**src/rtl/exers_mc_pkg.sv**
```systemverilog
// rtl/exers_mc_pkg.sv - shared widths, op encodings and entry type for the multi-cycle ALU reservation station
package exers_mc_pkg;

  localparam int ROBID_W = 7;
  localparam int RD_W    = 6;
  localparam int OP_W    = 5;
  localparam int XLEN    = 32;

  localparam logic [OP_W-1:0] OP_MUL = 5'b10000;
  localparam logic [OP_W-1:0] OP_DIV = 5'b10001;

  typedef struct packed {
    logic [OP_W-1:0]    op;
    logic [ROBID_W-1:0] robid;
    logic [RD_W-1:0]    rd;
    logic [XLEN-1:0]    op1;
    logic [XLEN-1:0]    op2;
    logic               busy1;
    logic               busy2;
  } rs_entry_t;

  // A pending operand carries its producer ROB id in its low bits.
  function automatic logic tag_hit(input logic busy, input logic [XLEN-1:0] opnd,
                                   input logic wb_valid, input logic [ROBID_W-1:0] wb_robid);
    return wb_valid & busy & (opnd[ROBID_W-1:0] == wb_robid);
  endfunction

endpackage

```
**src/rtl/exers_mc_if.sv**
```systemverilog
// rtl/exers_mc_if.sv - dispatch, writeback, issue and flush signals of the reservation station
interface exers_mc_if;
  import exers_mc_pkg::*;

  logic               decode_exers_valid;
  logic [OP_W-1:0]    decode_exers_op;
  logic [ROBID_W-1:0] decode_robid;
  logic [RD_W-1:0]    decode_rd;
  logic               decode_op1_busy;
  logic               decode_op2_busy;
  logic [XLEN-1:0]    decode_op1;
  logic [XLEN-1:0]    decode_op2;
  logic               exers_stall;

  logic               wb_valid;
  logic [ROBID_W-1:0] wb_robid;
  logic [XLEN-1:0]    wb_result;

  logic               exers_mcalu_issue;
  logic [OP_W-1:0]    exers_mcalu_op;
  logic [ROBID_W-1:0] exers_robid;
  logic [RD_W-1:0]    exers_rd;
  logic [XLEN-1:0]    exers_op1;
  logic [XLEN-1:0]    exers_op2;
  logic               mcalu_stall;

  logic               rob_flush;

  modport master (
    output decode_exers_valid, decode_exers_op, decode_robid, decode_rd,
           decode_op1_busy, decode_op2_busy, decode_op1, decode_op2,
           wb_valid, wb_robid, wb_result, mcalu_stall, rob_flush,
    input  exers_stall, exers_mcalu_issue, exers_mcalu_op, exers_robid,
           exers_rd, exers_op1, exers_op2
  );

  modport slave (
    input  decode_exers_valid, decode_exers_op, decode_robid, decode_rd,
           decode_op1_busy, decode_op2_busy, decode_op1, decode_op2,
           wb_valid, wb_robid, wb_result, mcalu_stall, rob_flush,
    output exers_stall, exers_mcalu_issue, exers_mcalu_op, exers_robid,
           exers_rd, exers_op1, exers_op2
  );

endinterface

```
**src/rtl/exers_mc_entry.sv**
```systemverilog
// rtl/exers_mc_entry.sv - one reservation-station slot: registers whatever the queue loads into it, woken by writeback
module exers_mc_entry
  import exers_mc_pkg::*;
(
  input  logic               clk,
  input  logic               rst,
  input  logic               clr_i,
  input  logic               load_valid_i,
  input  rs_entry_t          load_ent_i,
  input  logic               wb_valid_i,
  input  logic [ROBID_W-1:0] wb_robid_i,
  input  logic [XLEN-1:0]    wb_result_i,
  output logic               valid_o,
  output rs_entry_t          ent_o
);

  logic      valid_q, valid_d;
  rs_entry_t ent_q, ent_d;

  // Wakeup is applied to the incoming contents, so held, shifted and freshly dispatched entries all capture alike.
  always_comb begin
    valid_d = load_valid_i & ~clr_i;
    ent_d   = load_ent_i;
    if (tag_hit(load_ent_i.busy1, load_ent_i.op1, wb_valid_i, wb_robid_i)) begin
      ent_d.op1   = wb_result_i;
      ent_d.busy1 = 1'b0;
    end
    if (tag_hit(load_ent_i.busy2, load_ent_i.op2, wb_valid_i, wb_robid_i)) begin
      ent_d.op2   = wb_result_i;
      ent_d.busy2 = 1'b0;
    end
  end

  always_ff @(posedge clk or posedge rst) begin
    if (rst) valid_q <= 1'b0;
    else     valid_q <= valid_d;
  end

  always_ff @(posedge clk) begin
    ent_q <= ent_d;
  end

  assign valid_o = valid_q;
  assign ent_o   = ent_q;

endmodule

```
**src/rtl/exers_mc.sv**
```systemverilog
// rtl/exers_mc.sv - age-ordered collapsing reservation station feeding the multi-cycle ALU
module exers_mc
  import exers_mc_pkg::*;
#(
  parameter int DEPTH = 4
) (
  input  logic       clk,
  input  logic       rst,
  exers_mc_if.slave  bus
);

  localparam int CW = $clog2(DEPTH + 1);
  localparam int IW = $clog2(DEPTH);

  logic [CW-1:0] count_q, count_d;
  logic [CW-1:0] wr_idx;
  logic [IW-1:0] sel;
  logic          any_ready, issue_fire, disp_fire;
  logic [DEPTH-1:0] ready;
  rs_entry_t     disp_ent;

  logic      slot_valid [DEPTH];
  rs_entry_t slot_ent   [DEPTH];
  logic      nxt_valid  [DEPTH];
  rs_entry_t nxt_ent    [DEPTH];
  logic      load_valid [DEPTH];
  rs_entry_t load_ent   [DEPTH];

  assign disp_ent = '{op: bus.decode_exers_op, robid: bus.decode_robid, rd: bus.decode_rd,
                      op1: bus.decode_op1, op2: bus.decode_op2,
                      busy1: bus.decode_op1_busy, busy2: bus.decode_op2_busy};

  for (genvar g = 0; g < DEPTH; g++) begin : g_slot
    if (g < DEPTH - 1) begin : g_nxt
      assign nxt_valid[g] = slot_valid[g+1];
      assign nxt_ent[g]   = slot_ent[g+1];
    end else begin : g_last
      assign nxt_valid[g] = 1'b0;
      assign nxt_ent[g]   = slot_ent[g];
    end

    exers_mc_entry u_entry (
      .clk          (clk),
      .rst          (rst),
      .clr_i        (bus.rob_flush),
      .load_valid_i (load_valid[g]),
      .load_ent_i   (load_ent[g]),
      .wb_valid_i   (bus.wb_valid),
      .wb_robid_i   (bus.wb_robid),
      .wb_result_i  (bus.wb_result),
      .valid_o      (slot_valid[g]),
      .ent_o        (slot_ent[g])
    );
  end

  always_comb begin
    ready     = '0;
    sel       = '0;
    any_ready = 1'b0;
    for (int i = 0; i < DEPTH; i++) begin
      ready[i] = slot_valid[i] & ~slot_ent[i].busy1 & ~slot_ent[i].busy2;
    end
    for (int i = DEPTH - 1; i >= 0; i--) begin
      if (ready[i]) begin
        sel       = IW'(i);
        any_ready = 1'b1;
      end
    end
  end

  assign bus.exers_stall = (count_q == CW'(DEPTH));
  assign issue_fire      = any_ready & ~bus.mcalu_stall & ~bus.rob_flush;
  assign disp_fire       = bus.decode_exers_valid & ~bus.exers_stall & ~bus.rob_flush;
  assign wr_idx          = count_q - CW'(issue_fire);

  // Slots at or above the issued one take their younger neighbour; dispatch lands on the first free slot after that.
  always_comb begin
    for (int i = 0; i < DEPTH; i++) begin
      load_valid[i] = slot_valid[i];
      load_ent[i]   = slot_ent[i];
      if (issue_fire && (i >= int'(sel))) begin
        load_valid[i] = nxt_valid[i];
        load_ent[i]   = nxt_ent[i];
      end
      if (disp_fire && (CW'(i) == wr_idx)) begin
        load_valid[i] = 1'b1;
        load_ent[i]   = disp_ent;
      end
    end
  end

  always_comb begin
    count_d = wr_idx + CW'(disp_fire);
    if (bus.rob_flush) count_d = '0;
  end

  always_ff @(posedge clk or posedge rst) begin
    if (rst) count_q <= '0;
    else     count_q <= count_d;
  end

  assign bus.exers_mcalu_issue = any_ready;
  assign bus.exers_mcalu_op    = slot_ent[sel].op;
  assign bus.exers_robid       = slot_ent[sel].robid;
  assign bus.exers_rd          = slot_ent[sel].rd;
  assign bus.exers_op1         = slot_ent[sel].op1;
  assign bus.exers_op2         = slot_ent[sel].op2;

endmodule

```
**src/flat_wrapper.sv**
```systemverilog
// flat-port wrapper written by rule: the top's interface ports become plain ports
module exers_mc_flat import exers_mc_pkg::*;
#(
  parameter int DEPTH = 4
)
  (clk, rst, bus_decode_exers_valid, bus_decode_exers_op, bus_decode_robid, bus_decode_rd, bus_decode_op1_busy, bus_decode_op2_busy, bus_decode_op1, bus_decode_op2, bus_wb_valid, bus_wb_robid, bus_wb_result, bus_mcalu_stall, bus_rob_flush, bus_exers_stall, bus_exers_mcalu_issue, bus_exers_mcalu_op, bus_exers_robid, bus_exers_rd, bus_exers_op1, bus_exers_op2);
  exers_mc_if bus_i ();
  input  logic clk;
  input  logic rst;
  input wire logic [$bits(bus_i.decode_exers_valid)-1:0] bus_decode_exers_valid;
  input wire logic [$bits(bus_i.decode_exers_op)-1:0] bus_decode_exers_op;
  input wire logic [$bits(bus_i.decode_robid)-1:0] bus_decode_robid;
  input wire logic [$bits(bus_i.decode_rd)-1:0] bus_decode_rd;
  input wire logic [$bits(bus_i.decode_op1_busy)-1:0] bus_decode_op1_busy;
  input wire logic [$bits(bus_i.decode_op2_busy)-1:0] bus_decode_op2_busy;
  input wire logic [$bits(bus_i.decode_op1)-1:0] bus_decode_op1;
  input wire logic [$bits(bus_i.decode_op2)-1:0] bus_decode_op2;
  input wire logic [$bits(bus_i.wb_valid)-1:0] bus_wb_valid;
  input wire logic [$bits(bus_i.wb_robid)-1:0] bus_wb_robid;
  input wire logic [$bits(bus_i.wb_result)-1:0] bus_wb_result;
  input wire logic [$bits(bus_i.mcalu_stall)-1:0] bus_mcalu_stall;
  input wire logic [$bits(bus_i.rob_flush)-1:0] bus_rob_flush;
  output wire logic [$bits(bus_i.exers_stall)-1:0] bus_exers_stall;
  output wire logic [$bits(bus_i.exers_mcalu_issue)-1:0] bus_exers_mcalu_issue;
  output wire logic [$bits(bus_i.exers_mcalu_op)-1:0] bus_exers_mcalu_op;
  output wire logic [$bits(bus_i.exers_robid)-1:0] bus_exers_robid;
  output wire logic [$bits(bus_i.exers_rd)-1:0] bus_exers_rd;
  output wire logic [$bits(bus_i.exers_op1)-1:0] bus_exers_op1;
  output wire logic [$bits(bus_i.exers_op2)-1:0] bus_exers_op2;
  assign bus_i.decode_exers_valid = bus_decode_exers_valid;
  assign bus_i.decode_exers_op = bus_decode_exers_op;
  assign bus_i.decode_robid = bus_decode_robid;
  assign bus_i.decode_rd = bus_decode_rd;
  assign bus_i.decode_op1_busy = bus_decode_op1_busy;
  assign bus_i.decode_op2_busy = bus_decode_op2_busy;
  assign bus_i.decode_op1 = bus_decode_op1;
  assign bus_i.decode_op2 = bus_decode_op2;
  assign bus_i.wb_valid = bus_wb_valid;
  assign bus_i.wb_robid = bus_wb_robid;
  assign bus_i.wb_result = bus_wb_result;
  assign bus_i.mcalu_stall = bus_mcalu_stall;
  assign bus_i.rob_flush = bus_rob_flush;
  assign bus_exers_stall = bus_i.exers_stall;
  assign bus_exers_mcalu_issue = bus_i.exers_mcalu_issue;
  assign bus_exers_mcalu_op = bus_i.exers_mcalu_op;
  assign bus_exers_robid = bus_i.exers_robid;
  assign bus_exers_rd = bus_i.exers_rd;
  assign bus_exers_op1 = bus_i.exers_op1;
  assign bus_exers_op2 = bus_i.exers_op2;
  exers_mc #(.DEPTH(DEPTH)) u_core (.clk(clk), .rst(rst), .bus(bus_i));
endmodule
```
**config.mk**
```make
export PLATFORM = sky130hd
export DESIGN_NAME = exers_mc_flat
export DESIGN_NICKNAME = d
export VERILOG_FILES = /design/src/rtl/exers_mc_pkg.sv /design/src/rtl/exers_mc_if.sv /design/src/rtl/exers_mc_entry.sv /design/src/rtl/exers_mc.sv /design/src/flat_wrapper.sv
export SDC_FILE = /design/constraint.sdc
export NUM_CORES = 1
export LEC_CHECK = 0
export CELL_PAD_IN_SITES_DETAIL_PLACEMENT = 0
export CELL_PAD_IN_SITES_GLOBAL_PLACEMENT = 1
export CORE_AREA = 2 2 217 219
export CTS_CLUSTER_DIAMETER = 100
export CTS_CLUSTER_SIZE = 8
export DETAILED_ROUTE_END_ITERATION = 7
export DIE_AREA = 0 0 219 221
export PLACE_DENSITY = 0.85
export SYNTH_ARGS = -nofsm -noshare
export SYNTH_HDL_FRONTEND = slang
export SYNTH_SLANG_ARGS = --single-unit
export TNS_END_PERCENT = 20
```
**constraint.sdc**
```tcl
create_clock -name clk -period 13.3 [get_ports clk]
set_input_delay 2.66 -clock clk [delete_from_list [all_inputs] [get_ports clk]]
set_output_delay 2.66 -clock clk [all_outputs]
set_load 0.01 [all_outputs]
```
==> flow_summary.json, run 1 <==
{
  "ir_worst_vdd_mv": 0.101,
  "max_slew.worst_pin.slew_ns": 1.26,
  "hpwl_mm": 42.9,
  "crit_required_ns": 13.54,
  "final_common_cell": "nand2_1",
  "critPathCaptureType": "flop",
  "grt_usage": 0.291,
  "synth_cell_type_count": 70,
  "slew_viol_final": 0,
  "numCtsBuffers": 48,
  "power_mw": 3.49,
  "synthArstFlopShare": 0.0204,
  "ys_warn_count": 0,
  "crit_fanout": 57,
  "path_clk_slew_ns": 0.05,
  "routed_via_density": 6.35,
  "setup_slack_ns": 4.51,
  "synth_edf_count": 272,
  "cts_tree": "done",
  "cts_hold_buf": 0,
  "drt-pass1-iter-count": 6,
  "grt_max_degree": 83,
  "drc_errors": 0,
  "max-cap-violations": 0,
  "wl_per_cell_um": 25.4,
  "routabilityCongestion": 0.941,
  "cts_root_buf": "clkbuf_16",
  "power_density_nw_per_um2": 144,
  "rsz0062_at_grt": "false",
  "fin_nets": 2326,
  "overflow": 0,
  "synthFlopType": "edfxtp_1",
  "post-cts-setup-buffer-count": 0,
  "cts_buffer_depth": 3,
  "grt_pass1_vias": 17900,
  "vias": 18000,
  "antenna_found_initial": 1,
  "dp_slack_ns": 4.04,
  "final_cell_mix": "322 x nand2_1, 272 x edfxtp_1, 237 x mux2i_1, 212 x clkdlybuf4s50_1, 119 x a21oi_1",
  "syn-cell-area_sq_um": 20600,
  "start_kind": "primary input",
  "num_antenna_cells": 0,
  "clk_latency_ns": 0.60,
  "postSynthAreaPerCell_sq_um": 9.89,
  "fin_util": 0.528,
  "p_leak_nw": 10.0,
  "cts_resized": 0,
  "core_sq_um": 46100,
  "dieArea_sq_um": 48400,
  "start_util": 0.446,
  "setup_tns_ns": 0,
  "seq_area_frac_synth": 0.468,
  "cts.sinks": 343,
  "ys_top_cells_by_area": "edfxtp_1 40%, mux2i_1 12%, dfxtp_1 6.2%, nand2_1 5.9%, a211oi_1 3.6%",
  "hold_class": "flop to flop",
  "netlist_instances": 2078,
  "final.min_clock_period_ns": 8.79,
  "synth-seq-cells": 343,
  "r2r_start": "u_core.g_slot[1].u_entry.valid_o",
  "final_hold_viol_count": 0,
  "num_io_pins": 213,
  "critical_path_class": "primary input to flop",
  "finalWirelength_mm": 71.7,
  "die_height_um": 221,
  "fin_crit_sh": 0.661,
  "timing.critical_path.from": "bus_rob_flush",
  "syn2layout_area_growth_pct": 18.4,
  "whs_ns": 0.554,
  "synth_top_area_share": 0.397,
  "fin_skew_ns": 0.0257,
  "die_x_um": 219,
  "synth_fp_nets": 2210,
  "drt-initial-drc-count": 2104,
  "relSlewSlack": 0.160,
  "n_fill_cell": 4185,
  "synth.largest_area_cell": "edfxtp_1",
  "status": "finished clean",
  "clock.fmax_mhz": 114,
  "min_from": "u_core.g_slot[2].u_entry.ent_o[72]",
  "grt_pass1_wl_mm": 108,
  "port_buffers": 212,
  "arrival_ns": 9.03,
  "setup_viol": 0,
  "layout-drive-gt1-share": 0.0712,
  "antenna_left": 0,
  "rows": 79,
  "htree_num_levels": 2
}
## state kept, by name, indices dropped and copies added (netlist names)
register	count
u_core.count_q	3
u_core.g_slot.u_entry.ent_o	336
u_core.g_slot.u_entry.valid_o	4
## through the flow
| step | std cells | area (sq um) |
|---|---|---|
| 4_1_cts | 2826 | 24300 |
| 3_5_place_dp | 2751 | 23000 |
| 3_3_place_gp | 2751 | 23000 |
| 6_report | 2826 | 24300 |
| 2_1_floorplan | 2078 | 20600 |
| 5_1_grt | 2826 | 24300 |
## layer usage
layer  global-route usage  up-vias  routed length [um]
li1                     -     7961                   -
met1                0.391     8697               28400
met2                0.455     1121               33000
met3               0.0621      171                7470
met4                0.123        2                2850
met5                    0        -                   8
## power breakdown
part           switching (mW)  internal, mW  total [mW]  leakage, nW
logic                   0.514         0.407       0.921         6.27
clock network           0.480         0.663        1.14        0.641
registers               0.108          1.32        1.43         3.11
## logic make-up after synthesis
logic type      Yosys count  synth area share
mux                     279             0.138
fa+ha+maj                 3           0.00183
xor+xnor                 36            0.0153
flops                   343             0.468
simple gates            708             0.171
buf+inv                 225            0.0476
compound gates          484             0.158
## worst max-delay path, cell delays in order
cell and delay (ns):
clkdlybuf4s50_1 0.73, or2_2 0.51, a21oi_1 0.12, ha_1 0.23
ha_1 0.25, or2_1 0.59, a2111oi_4 0.47, buf_4 0.51
buf_4 0.77, mux2i_1 0.34, xor2_1 0.17, and4_1 0.25
nand2_2 0.66, nand2b_1 0.28, buf_4 0.39
## area by class of cell
type / instances / area, sq um / share of cell area
multi-input cells: 1510 / 10100 / 0.414
flip-flops and latches: 343 / 9620 / 0.395
repair buffers: 247 / 2380 / 0.0980
clock buffers: 72 / 1290 / 0.0531
well taps: 607 / 759 / 0.0312
inverters: 44 / 165 / 0.00679
clock inverters: 3 / 45.0 / 0.00185
## synthesized netlist by cell type (all sizes together) (3+ instances only)
cell type / number
nand2: 324
dfrtp: 7
nand4: 13
o311a: 3
a21oi: 121
nor2b: 4
nand2b: 5
xnor2: 23
a22oi: 50
a311oi: 5
buf: 62
nor2: 68
nand3: 51
a221oi: 15
and2: 98
clkbuf: 119
mux2: 42
or2: 6
ha: 3
inv: 43
or3: 14
nor4: 7
nor3: 3
a31oi: 104
nor3b: 4
a22o: 18
o211ai: 3
o211a: 5
mux2i: 237
a211oi: 98
or3b: 3
a211o: 3
dfxtp: 64
o21ai: 40
xor2: 13
and3: 101
o311ai: 4
edfxtp: 272
## path summary, 6_finish.rpt
path                                                      end  slack (ns)  depth (start not counted)
setup reg to reg           u_core.g_slot[3].u_entry.ent_o[65]        6.57                         15
min in group asynchronous    u_core.g_slot[2].u_entry.valid_o        2.31                          2
max in group asynchronous    u_core.g_slot[1].u_entry.valid_o       10.77                          2
hold reg to reg            u_core.g_slot[1].u_entry.ent_o[72]        0.55                          1
setup / recovery           u_core.g_slot[3].u_entry.ent_o[65]        4.51                         15
hold / removal             u_core.g_slot[1].u_entry.ent_o[72]        0.55                          1
(Power assumes the default switching activity.)
==> inputs of run 2 (changes only) <==
CORE_AREA = 2 2 227 229   (was 2 2 217 219)
DIE_AREA = 0 0 229 231   (was 0 0 219 221)
PLACE_DENSITY = 0.82   (was 0.85)
clock period = 7.9 ns   (was 13.3 ns; I/O delays follow)
==> flow_summary.json, run 2 (synthesized netlist as in run 1, its figures left out) <==
{
  "critical_path_class": "primary input to flop",
  "cts.sinks": 343,
  "fin_crit_sh": 0.830,
  "path_clk_slew_ns": 0.05,
  "setup_viol": 0,
  "cp_cell_sequence": "clkdlybuf4s50_1 > or2_2 > a21oi_1 > ha_1 > ha_1 > or2_1 > a2111oi_4 > buf_4 > mux2i_1 > xnor2_1 > nor4_1 > nand2_2 > nand2b_1 > buf_4",
  "max-cap-violations": 0,
  "post-cts-setup-buffer-count": 0,
  "arrival_ns": 6.84,
  "final_hold_viol_count": 0,
  "core_sq_um": 50700,
  "cts_resized": 0,
  "cts_tree": "done",
  "htree_num_levels": 2,
  "overflow": 0,
  "dp_slack_ns": 0.882,
  "die_height_um": 231,
  "rsz0062_at_grt": "false",
  "die_x_um": 229,
  "final.min_clock_period_ns": 6.56,
  "grt_max_degree": 108,
  "setup_tns_ns": 0,
  "largest_register_ffs": 336,
  "power_density_nw_per_um2": 242,
  "hold_class": "flop to flop",
  "vias": 18300,
  "num_io_pins": 213,
  "rows": 83,
  "start_util": 0.406,
  "drt-pass1-iter-count": 6,
  "p_leak_nw": 10.1,
  "status": "finished clean",
  "relSlewSlack": 0.134,
  "antenna_left": 0,
  "critPathCaptureType": "flop",
  "routabilityCongestion": 0.948,
  "drc_errors": 0,
  "fin_nets": 2346,
  "slowest_stage": "clkdlybuf4s50_1",
  "grt_usage": 0.277,
  "dieArea_sq_um": 52900,
  "clk_latency_ns": 0.60,
  "cts_buffer_depth": 3,
  "grt_pass1_vias": 17700,
  "cpPeakStageDelay_ns": 0.74,
  "final_common_cell": "nand2_1",
  "drt-initial-drc-count": 2436,
  "cts_hold_buf": 0,
  "ir_worst_vdd_mv": 0.146,
  "clock.fmax_mhz": 152,
  "crit_fanout": 25,
  "antenna_found_initial": 2,
  "max_slew.worst_pin.slew_ns": 1.29,
  "wl_per_cell_um": 25.9,
  "setup_slack_ns": 1.34,
  "finalWirelength_mm": 75.6,
  "cts_root_buf": "clkbuf_16",
  "crit_required_ns": 8.18,
  "layout-drive-gt1-share": 0.0798,
  "slew_viol_final": 0,
  "numCtsBuffers": 49,
  "routed_via_density": 6.24,
  "port_buffers": 212,
  "grt_pass1_wl_mm": 112,
  "syn2layout_area_growth_pct": 19.9,
  "start_kind": "primary input",
  "hpwl_mm": 46.8,
  "final_cell_mix": "322 x nand2_1, 272 x edfxtp_1, 237 x mux2i_1, 212 x clkdlybuf4s50_1, 119 x a21oi_1",
  "fin_skew_ns": 0.0309
}
==> run 2: cell types whose count changed in the layout (fill, tap and decap cells not counted), sizes merged <==
cell    delta
buf       +19
clkbuf     +5
clkinv     +1
diode      +1
inv        -2
==> run 2: worst paths after layout <==
kind | cells after the start | to | from | slack (ns)
setup / recovery | 14 | u_core.g_slot[3].u_entry.ent_o[27] | bus_rob_flush | 1.34
hold / removal | 1 | u_core.g_slot[1].u_entry.ent_o[66] | u_core.g_slot[2].u_entry.ent_o[66] | 0.56
setup reg to reg | 14 | u_core.g_slot[3].u_entry.ent_o[27] | u_core.g_slot[1].u_entry.valid_o | 2.31
hold reg to reg | 1 | u_core.g_slot[1].u_entry.ent_o[66] | u_core.g_slot[2].u_entry.ent_o[66] | 0.56
max in group asynchronous | 2 | u_core.count_q[2] | rst | 6.44
min in group asynchronous | 2 | u_core.g_slot[2].u_entry.valid_o | rst | 1.24
==> run 2: layout make-up <==
cell class	instances	area, sq um
Antenna cell	1	2.50
Timing Repair Buffer	266	2540
Clock buffer	77	1360
Clock inverter	2	25.0
Sequential cell	343	9620
Fill cell	4727	26000
Multi-Input combinational cell	1510	10100
Tap cell	680	851
Inverter	44	165
==> run 2: routing by layer <==
layer	routed length, um	vias to the layer above	track usage
met5	13	-	0
met4	2780	2	0.112
met3	7270	174	0.0520
met2	35000	1185	0.438
met1	30500	8902	0.373
li1	-	7989	-
==> run 2: power by group <==
group	internal [mW]	leakage [nW]	switching, mW
Combinational	0.692	6.37	0.878
Clock	1.17	0.665	0.802
Sequential	2.23	3.11	0.197
==> run 2: stage by stage <==
| step | instance area, sq um | hold WS, ns | std cells | total power [mW] | utilization |
|---|---|---|---|---|---|
| 6_report | 24600 | 0.564 | 2923 | 5.96 | 0.486 |
| 5_1_grt | 24600 | 0.585 | 2923 | 6.18 | 0.486 |
| 4_1_cts | 24600 | 0.560 | 2922 | 5.96 | 0.486 |
| 3_5_place_dp | 23200 | 0.548 | 2843 | 3.99 | 0.459 |
| 3_3_place_gp | 23200 | 0.535 | 2843 | 3.97 | 0.459 |
| 2_1_floorplan | 20600 | 0.513 | 2078 | 3.30 | - |
==> run 2: critical path: cells and delay by family <==
kind | cells | cell delay (ns)
AO/OA/AOI/OAI | 2 | 0.61
XOR/XNOR | 1 | 0.11
adder cells (fa/ha/maj) | 2 | 0.46
buffers and inverters | 3 | 1.51
multiplexers | 1 | 0.35
AND/OR/NAND/NOR | 5 | 2.20
